## src/rtl/ctrl_pkg.sv

```systemverilog
// Shared constants for the multicycle MIPS-subset control unit.
// MULTICYCLE_CTRL_HALT_EN makes OP_HALT a legal opcode.
package ctrl_pkg;

  localparam logic [5:0] OP_RTYPE = 6'h00;
  localparam logic [5:0] OP_LW    = 6'h23;
  localparam logic [5:0] OP_SW    = 6'h2B;
  localparam logic [5:0] OP_BEQ   = 6'h04;
  localparam logic [5:0] OP_J     = 6'h02;
  localparam logic [5:0] OP_ADDI  = 6'h08;
  localparam logic [5:0] OP_ORI   = 6'h0D;
  localparam logic [5:0] OP_HALT  = 6'h3F;

  typedef enum logic [3:0] {
    S_IF    = 4'd0,
    S_ID    = 4'd1,
    S_MADDR = 4'd2,
    S_MRD   = 4'd3,
    S_MWB   = 4'd4,
    S_MWR   = 4'd5,
    S_REXE  = 4'd6,
    S_RWB   = 4'd7,
    S_IEXE  = 4'd8,
    S_IWB   = 4'd9,
    S_BEQ   = 4'd10,
    S_JMP   = 4'd11,
    S_HALT  = 4'd12
  } stateT;

  localparam logic [1:0] ALU_ADD   = 2'b00;
  localparam logic [1:0] ALU_SUB   = 2'b01;
  localparam logic [1:0] ALU_FUNCT = 2'b10;
  localparam logic [1:0] ALU_OR    = 2'b11;

  localparam logic [1:0] SRCB_B      = 2'b00;
  localparam logic [1:0] SRCB_FOUR   = 2'b01;
  localparam logic [1:0] SRCB_IMM    = 2'b10;
  localparam logic [1:0] SRCB_IMM_SH = 2'b11;

  localparam logic [1:0] PCSRC_ALU    = 2'b00;
  localparam logic [1:0] PCSRC_ALUOUT = 2'b01;
  localparam logic [1:0] PCSRC_JUMP   = 2'b10;

  typedef struct packed {
    logic       pcWrite;
    logic       pcWriteCond;
    logic [1:0] pcSource;
    logic       irWrite;
    logic       memRead;
    logic       memWrite;
    logic       iOrD;
    logic       regWrite;
    logic       regDst;
    logic       memToReg;
    logic       aluSrcA;
    logic [1:0] aluSrcB;
    logic       extOp;
    logic [1:0] aluOp;
  } ctrlVecT;

  function automatic logic isLegalOp(input logic [5:0] op);
    case (op)
      OP_RTYPE, OP_LW, OP_SW, OP_BEQ, OP_J, OP_ADDI, OP_ORI: isLegalOp = 1'b1;
`ifdef MULTICYCLE_CTRL_HALT_EN
      OP_HALT: isLegalOp = 1'b1;
`endif
      default: isLegalOp = 1'b0;
    endcase
  endfunction

endpackage

```

## src/rtl/ctrl_out_decode.sv

```systemverilog
// Purely combinational Moore decoder: current state and latched opcode to
// the datapath control vector. HALT and unused codes fall through to all-zero.
module ctrl_out_decode
  import ctrl_pkg::*;
(
  input  stateT      state,
  input  logic [5:0] opQ,
  output ctrlVecT    ctrl
);

  always_comb begin
    ctrl = '0;
    case (state)
      S_IF: begin
        ctrl.memRead = 1'b1;
        ctrl.irWrite = 1'b1;
        ctrl.pcWrite = 1'b1;
        ctrl.aluSrcB = SRCB_FOUR;
        ctrl.aluOp   = ALU_ADD;
      end
      // Branch target is computed speculatively here and parked in ALUOut.
      S_ID: begin
        ctrl.aluSrcB = SRCB_IMM_SH;
        ctrl.extOp   = 1'b1;
      end
      S_MADDR: begin
        ctrl.aluSrcA = 1'b1;
        ctrl.aluSrcB = SRCB_IMM;
        ctrl.extOp   = 1'b1;
      end
      S_MRD: begin
        ctrl.memRead = 1'b1;
        ctrl.iOrD    = 1'b1;
      end
      S_MWB: begin
        ctrl.regWrite = 1'b1;
        ctrl.memToReg = 1'b1;
      end
      S_MWR: begin
        ctrl.memWrite = 1'b1;
        ctrl.iOrD     = 1'b1;
      end
      S_REXE: begin
        ctrl.aluSrcA = 1'b1;
        ctrl.aluOp   = ALU_FUNCT;
      end
      S_RWB: begin
        ctrl.regWrite = 1'b1;
        ctrl.regDst   = 1'b1;
      end
      // ORI zero-extends its immediate; every other I-type sign-extends.
      S_IEXE: begin
        ctrl.aluSrcA = 1'b1;
        ctrl.aluSrcB = SRCB_IMM;
        if (opQ == OP_ORI) begin
          ctrl.extOp = 1'b0;
          ctrl.aluOp = ALU_OR;
        end else begin
          ctrl.extOp = 1'b1;
          ctrl.aluOp = ALU_ADD;
        end
      end
      S_IWB: begin
        ctrl.regWrite = 1'b1;
      end
      S_BEQ: begin
        ctrl.aluSrcA     = 1'b1;
        ctrl.aluOp       = ALU_SUB;
        ctrl.pcWriteCond = 1'b1;
        ctrl.pcSource    = PCSRC_ALUOUT;
      end
      S_JMP: begin
        ctrl.pcWrite  = 1'b1;
        ctrl.pcSource = PCSRC_JUMP;
      end
      default: ctrl = '0;
    endcase
  end

endmodule

```

## src/rtl/multicycle_ctrl.sv

```systemverilog
// Main multicycle control FSM: state, op and funct registers plus reset gating.
// MULTICYCLE_CTRL_HALT_EN adds a HALT state entered from OP_HALT.
module multicycle_ctrl
  import ctrl_pkg::*;
(
  input  logic       clk,
  input  logic       rst_n,
  input  logic [5:0] opcode,
  input  logic [5:0] funct,
  input  logic       zero,
  output logic       pc_write,
  output logic       pc_write_cond,
  output logic       pc_en,
  output logic [1:0] pc_source,
  output logic       ir_write,
  output logic       mem_read,
  output logic       mem_write,
  output logic       i_or_d,
  output logic       reg_write,
  output logic       reg_dst,
  output logic       mem_to_reg,
  output logic       alu_src_a,
  output logic [1:0] alu_src_b,
  output logic       ext_op,
  output logic [1:0] alu_op,
  output logic [5:0] funct_q,
  output logic       illegal_op,
  output logic [3:0] state_o
);

  stateT      stateQ;
  stateT      nextState;
  logic [5:0] opQ;
  ctrlVecT    decoded;
  ctrlVecT    ctrl;

  always_ff @(posedge clk or negedge rst_n) begin
    if (!rst_n) stateQ <= S_IF;
    else        stateQ <= nextState;
  end

  always_ff @(posedge clk or negedge rst_n) begin
    if (!rst_n) begin
      opQ     <= '0;
      funct_q <= '0;
    end else if (stateQ == S_ID) begin
      opQ     <= opcode;
      funct_q <= funct;
    end
  end

  // Dispatch in ID uses the live IR opcode; later choices use the latched copy.
  always_comb begin
    nextState = S_IF;
    case (stateQ)
      S_IF: nextState = S_ID;
      S_ID: begin
        case (opcode)
          OP_LW, OP_SW:     nextState = S_MADDR;
          OP_RTYPE:         nextState = S_REXE;
          OP_ADDI, OP_ORI:  nextState = S_IEXE;
          OP_BEQ:           nextState = S_BEQ;
          OP_J:             nextState = S_JMP;
`ifdef MULTICYCLE_CTRL_HALT_EN
          OP_HALT:          nextState = S_HALT;
`endif
          default:          nextState = S_IF;
        endcase
      end
      S_MADDR: nextState = (opQ == OP_LW) ? S_MRD : S_MWR;
      S_MRD:   nextState = S_MWB;
      S_REXE:  nextState = S_RWB;
      S_IEXE:  nextState = S_IWB;
`ifdef MULTICYCLE_CTRL_HALT_EN
      S_HALT:  nextState = S_HALT;
`endif
      default: nextState = S_IF;
    endcase
  end

  ctrl_out_decode uDecode (
    .state (stateQ),
    .opQ   (opQ),
    .ctrl  (decoded)
  );

  // Holding rst_n low kills every strobe combinationally, mid-instruction included.
  always_comb begin
    ctrl          = rst_n ? decoded : '0;
    pc_write      = ctrl.pcWrite;
    pc_write_cond = ctrl.pcWriteCond;
    pc_en         = ctrl.pcWrite | (ctrl.pcWriteCond & zero);
    pc_source     = ctrl.pcSource;
    ir_write      = ctrl.irWrite;
    mem_read      = ctrl.memRead;
    mem_write     = ctrl.memWrite;
    i_or_d        = ctrl.iOrD;
    reg_write     = ctrl.regWrite;
    reg_dst       = ctrl.regDst;
    mem_to_reg    = ctrl.memToReg;
    alu_src_a     = ctrl.aluSrcA;
    alu_src_b     = ctrl.aluSrcB;
    ext_op        = ctrl.extOp;
    alu_op        = ctrl.aluOp;
    illegal_op    = rst_n && (stateQ == S_ID) && !isLegalOp(opcode);
    state_o       = stateQ;
  end

endmodule

```

## config.mk

```make
export PLATFORM = sky130hd
export DESIGN_NAME = multicycle_ctrl
export DESIGN_NICKNAME = d
export VERILOG_FILES = /design/src/rtl/ctrl_pkg.sv /design/src/rtl/ctrl_out_decode.sv /design/src/rtl/multicycle_ctrl.sv
export SDC_FILE = /design/constraint.sdc
export NUM_CORES = 1
export LEC_CHECK = 0
export ABC_AREA = 1
export BUFFER_PORTS_ARGS = -buffer_cell sky130_fd_sc_hd__buf_2
export CORE_MARGIN = 4
export CORE_UTILIZATION = 49
export CTS_CLUSTER_SIZE = 8
export DETAILED_ROUTE_END_ITERATION = 8
export PLACE_DENSITY = 0.88
export SLEW_MARGIN = 20
export SYNTH_ARGS = -nofsm -noshare
export SYNTH_HDL_FRONTEND = slang
export SYNTH_HIERARCHICAL = 1
export SYNTH_SLANG_ARGS = --single-unit
```

## constraint.sdc

```tcl
create_clock -name clk -period 1.8 [get_ports clk]
set_clock_uncertainty 0.1 [all_clocks]
set_input_delay 0.36 -clock clk [delete_from_list [all_inputs] [get_ports clk]]
set_output_delay 0.36 -clock clk [all_outputs]
set_load 0.02 [all_outputs]
```

Word-level counts from Yosys, hierarchy flattened
Index checks and enable logic that the tools add are counted.

Bits in registers: 16. Output and inout port bits: 29. Bits of input ports: 15. Word-level logic and storage cells: 59.

Equal/unequal tests: 19. Bitwise gates (word level): 2. Reduce and logical (&&, ||, !) cells: 15. Multiplexer cells: 20.

Operators by type and width (count): $pmux W4 S6 (1); $pmux W4 S5 (1); $eq A6 B4 Y1 const B (3); $eq A6 B6 Y1 const B (3); $mux W17 (1); $eq A4 B3 Y1 const B (4); $eq A4 B4 Y1 const B (4); $reduce_or A2 Y1 (7); $pmux W2 S3 (2); $mux W1 (11); $eq A4 B2 Y1 const B (2); $reduce_or A7 Y1 (1); $eq A6 B2 Y1 const B (1); $eq A6 B3 Y1 const B (1); $logic_not A6 Y1 (1); $mux W3 (2); $eq A4 B1 Y1 const B (1); $logic_not A4 Y1 (1); $pmux W2 S2 (1); $reduce_or A4 Y1 (1); $reduce_or A3 Y1 (1); $logic_and A1 B1 Y1 (2); $pmux W1 S2 (1); $and A1 B1 Y1 (1); 2 further kinds (2).

Logic depth before layout (Yosys ltp)
Word-level depth: 6. Mapped depth: 10. Mapped depth without buffers: 9.

Hierarchy
The synthesis kept the hierarchy.

By module, submodules not included: multicycle_ctrl (area each 1002.2 um2, times used 1, cells each 141, seq. area each 400.4 um2); ctrl_out_decode (area each 231.5 um2, times used 1, cells each 49, seq. area each 0.0 um2).

Least setup slack after synthesis
OpenSTA, ideal clock, no wires.

Path kind: register -> output. From: register stateQ[0] (netlist: state_o[0]). To: output port pc_en. Data required time: 1.340 ns. Stages on the path, launching flop included: 11. Arrival: 1.464 ns. Slack: -0.124 ns. Path buffers: 1. Cells stage by stage: dfrtp_1 inv_2 nand2_2 inv_1 nand2_1 inv_1 buf_4 nand2_1 inv_1 nand2_1 nand2_1.

RTL lines: from (decl) (line multicycle_ctrl.sv:31) `stateT stateQ;`; from (signal assigned) (line multicycle_ctrl.sv:39) `else stateQ <= nextState;`; to (decl) (line multicycle_ctrl.sv:13) `output logic pc_en,`.

==> run summary <==
Post-Synthesis Cell Area = 0.001234 mm²
Failing checks = setup timing
Worst R2R Start = state_o[1]$_DFF_PN0_
WL final = 3841 µm
Syn nets = 205
Post-route ant nets = 0
Worst Hold Class = input pin to async pin
Critical Path Fanout Max = 6
Number of warnings issued by yosys = 6
Crit start category = flop
R2R depth = 8
Placed instance count = 262
Layout cell share with drive strength beyond 1 = 48.02%
Vias in the first global route = 1,252
Final Setup Violations = 18
Largest net degree at the start of global routing = 22
Rows = 17
# IOs = 44
DRT iter0 DRCs = 67
Number of synthesized register bits = 16
DP Worst Slack = 0.1184 ns
Peak Freq = 0.4932 GHz
CTS buffer count = 3
Max_slew headroom = 75.65%
Post-synthesis sequential area ratio = 32.45%
Final instance area = 0.001778 mm²
Filler cell count = 161
RePlAce Congestion = 0.8293
Min setup slack post-route = -0.2277 ns
Hold WS = 0.1388 ns
Most common cell after layout, fill and taps aside = nand2_1
Pleak = 0.001104 µW
Worst Setup SP = state_o[3]$_DFF_PN0_
Die X = 58.18 µm
First-pass GRT wire length = 5250 µm
DRC viols = 0
Final Core Density = 77.40%
CTS tree = built
Die ar. = 0.003384 mm²
Core area = 0.002297 mm²
Pins over their slew limit = 0
Peak supply drop = 1.108 mV
Overall routing resource usage = 20.45%
Area after DPL = 0.001486 mm²
RSZ-0062 raised after global routing = yes
Synth Area per Inst = 6.493 µm²
Chip Height = 58.18 µm
# hold bufs at CTS = 0
Worst-Skew Late Latency = 0.30 ns
Clk slew on worst S/H paths = 0.10 ns
Buffer depth of the longest clock path = 2
Layout Nets = 268
Drt pass-1 iters = 4
Hpwl dp = 2192 µm
Via density per instance = 5.104
PwrDens = 1358 mW/mm²
Vias = 1,429
Total grt overflow = 0
Number of port buffers = 43
Critical Path AT = 1.57 ns
Antenna diodes = 0
Initial Util = 53.70%
CTS Sinks = 16
Status = complete, but fails checks
Reg2reg setup slack = 0.12 ns
Synth Instances = 190
Root Driver = clkbuf_4
Period utilization = 112.7%
Layout Cells excl Fill = 280
Final min period = 2.028 ns
Most frequent cells in the layout = nand2_1, inv_1, buf_2
Count of different cell masters after synthesis = 25
H-tree levels = 1
Max-cap violation count = 0
Critical path class = flop to primary output
Reg-to-reg endpoint = state_o[2]$_DFF_PN0_
Required time worst endpoint = 1.34 ns
DR WL/cell = 13.72 µm
Critical Path Sink Type = primary output
Final Hold Fails = 0
CP endpoint = i_or_d
Slew @ Worst Pin = 0.3653 ns
Initial antenna violation count = 0
Area grow syn2layout = 44.12%
-- state kept, by name, summed over array words and instances, names as in the netlist --
signal / flops
opQ: 6
state_o: 4
funct_q: 6
-- cell type report --
cell class              count  area, µm²  area share [%]
inverters                  43      171.4           9.641
repair buffers             63      462.9           26.04
well taps                  28      35.03           1.970
multi-input cells         126      666.9           37.51
clock buffers               4      36.28           2.041
flip-flops and latches     16      405.4           22.80
-- cells in the mapped netlist --
| library cell | instances | share of area, % |
|---|---|---|
| a21boi_1 | 1 | 0.61 |
| buf_12 | 1 | 1.6 |
| buf_2 | 2 | 0.81 |
| buf_4 | 1 | 0.61 |
| buf_6 | 1 | 0.91 |
| clkinv_4 | 1 | 0.71 |
| dfrtp_1 | 16 | 32 |
| inv_1 | 38 | 12 |
| inv_2 | 4 | 1.2 |
| nand2_1 | 58 | 18 |
| nand2_2 | 15 | 7.6 |
| nand2_4 | 1 | 0.91 |
| nand3_1 | 7 | 2.8 |
| nand3_2 | 1 | 0.81 |
| nand3_4 | 1 | 1.4 |
| nand3b_1 | 1 | 0.61 |
| nand4_1 | 3 | 1.5 |
| nor2_1 | 22 | 6.7 |
| nor2_2 | 1 | 0.51 |
| nor2_4 | 2 | 1.8 |
| nor3_1 | 1 | 0.41 |
| o21ai_0 | 2 | 0.81 |
| o21ai_1 | 2 | 0.81 |
| o21ai_2 | 5 | 3.5 |
| o22ai_1 | 3 | 1.5 |
-- report_power, final --
part | leakage, µW | internal [µW] | switching (µW)
combinational | 0.000889 | 611 | 906
clock | 0.0000210 | 124 | 127
sequential | 0.000194 | 517 | 131
total | 0.00110 | 1250 | 1160
-- logic make-up after synthesis --
logic type / count (synthesis) / synth area share (%)
flip-flops: 16 / 32.45
AND/OR/NAND/NOR: 113 / 42.80
AO/OA/AOI/OAI: 13 / 7.303
buffers and inverters: 48 / 17.44
-- what timing repair did --
item                                    CTS  global route
setup buffers                            10             4
gates resized for setup                  22            32
gates cloned                              0             0
endpoints found under the setup margin   19            19
pin swaps                                 2             5
-- layer usage --
| layer | vias up | wire, µm | global-route usage (%) |
|---|---|---|---|
| li1 | 683 | - | - |
| met1 | 648 | 1379 | 22.15 |
| met2 | 80 | 2014 | 36.94 |
| met3 | 18 | 258 | 2.895 |
| met4 | 0 | 188 | 12.91 |
| met5 | - | 0 | 0 |
-- worst max-delay path, stage by stage, from the launching register on --
cell and delay [ns]:
dfrtp_2 0.50, nor2_4 0.17, inv_2 0.07, o22ai_1 0.18
nand2_1 0.12, inv_1 0.07, buf_2 0.15
-- through the flow --
stage | power, µW | setup TNS, ns
2_1_floorplan | 1547 | 0
4_1_cts | 2202 | -1.183
3_3_place_gp | 1790 | 0
6_report | 2415 | -1.700
5_1_grt | 2597 | -3.270
3_5_place_dp | 1824 | 0
-- worst min-delay path by stage --
stage / start / slack [ns] / to
finish: rst_n / 0.14 / state_o[3]$_DFF_PN0_
global route: rst_n / 0.16 / state_o[3]$_DFF_PN0_
CTS: rst_n / 0.12 / state_o[3]$_DFF_PN0_
detailed placement: funct_q[1]$_DFFE_PN0P_ / 0.37 / funct_q[1]$_DFFE_PN0P_
global placement: funct_q[3]$_DFFE_PN0P_ / 0.36 / funct_q[3]$_DFFE_PN0P_
floorplan: rst_n / -0.04 / funct_q[0]$_DFFE_PN0P_
Power figures use the tool's default switching activity.
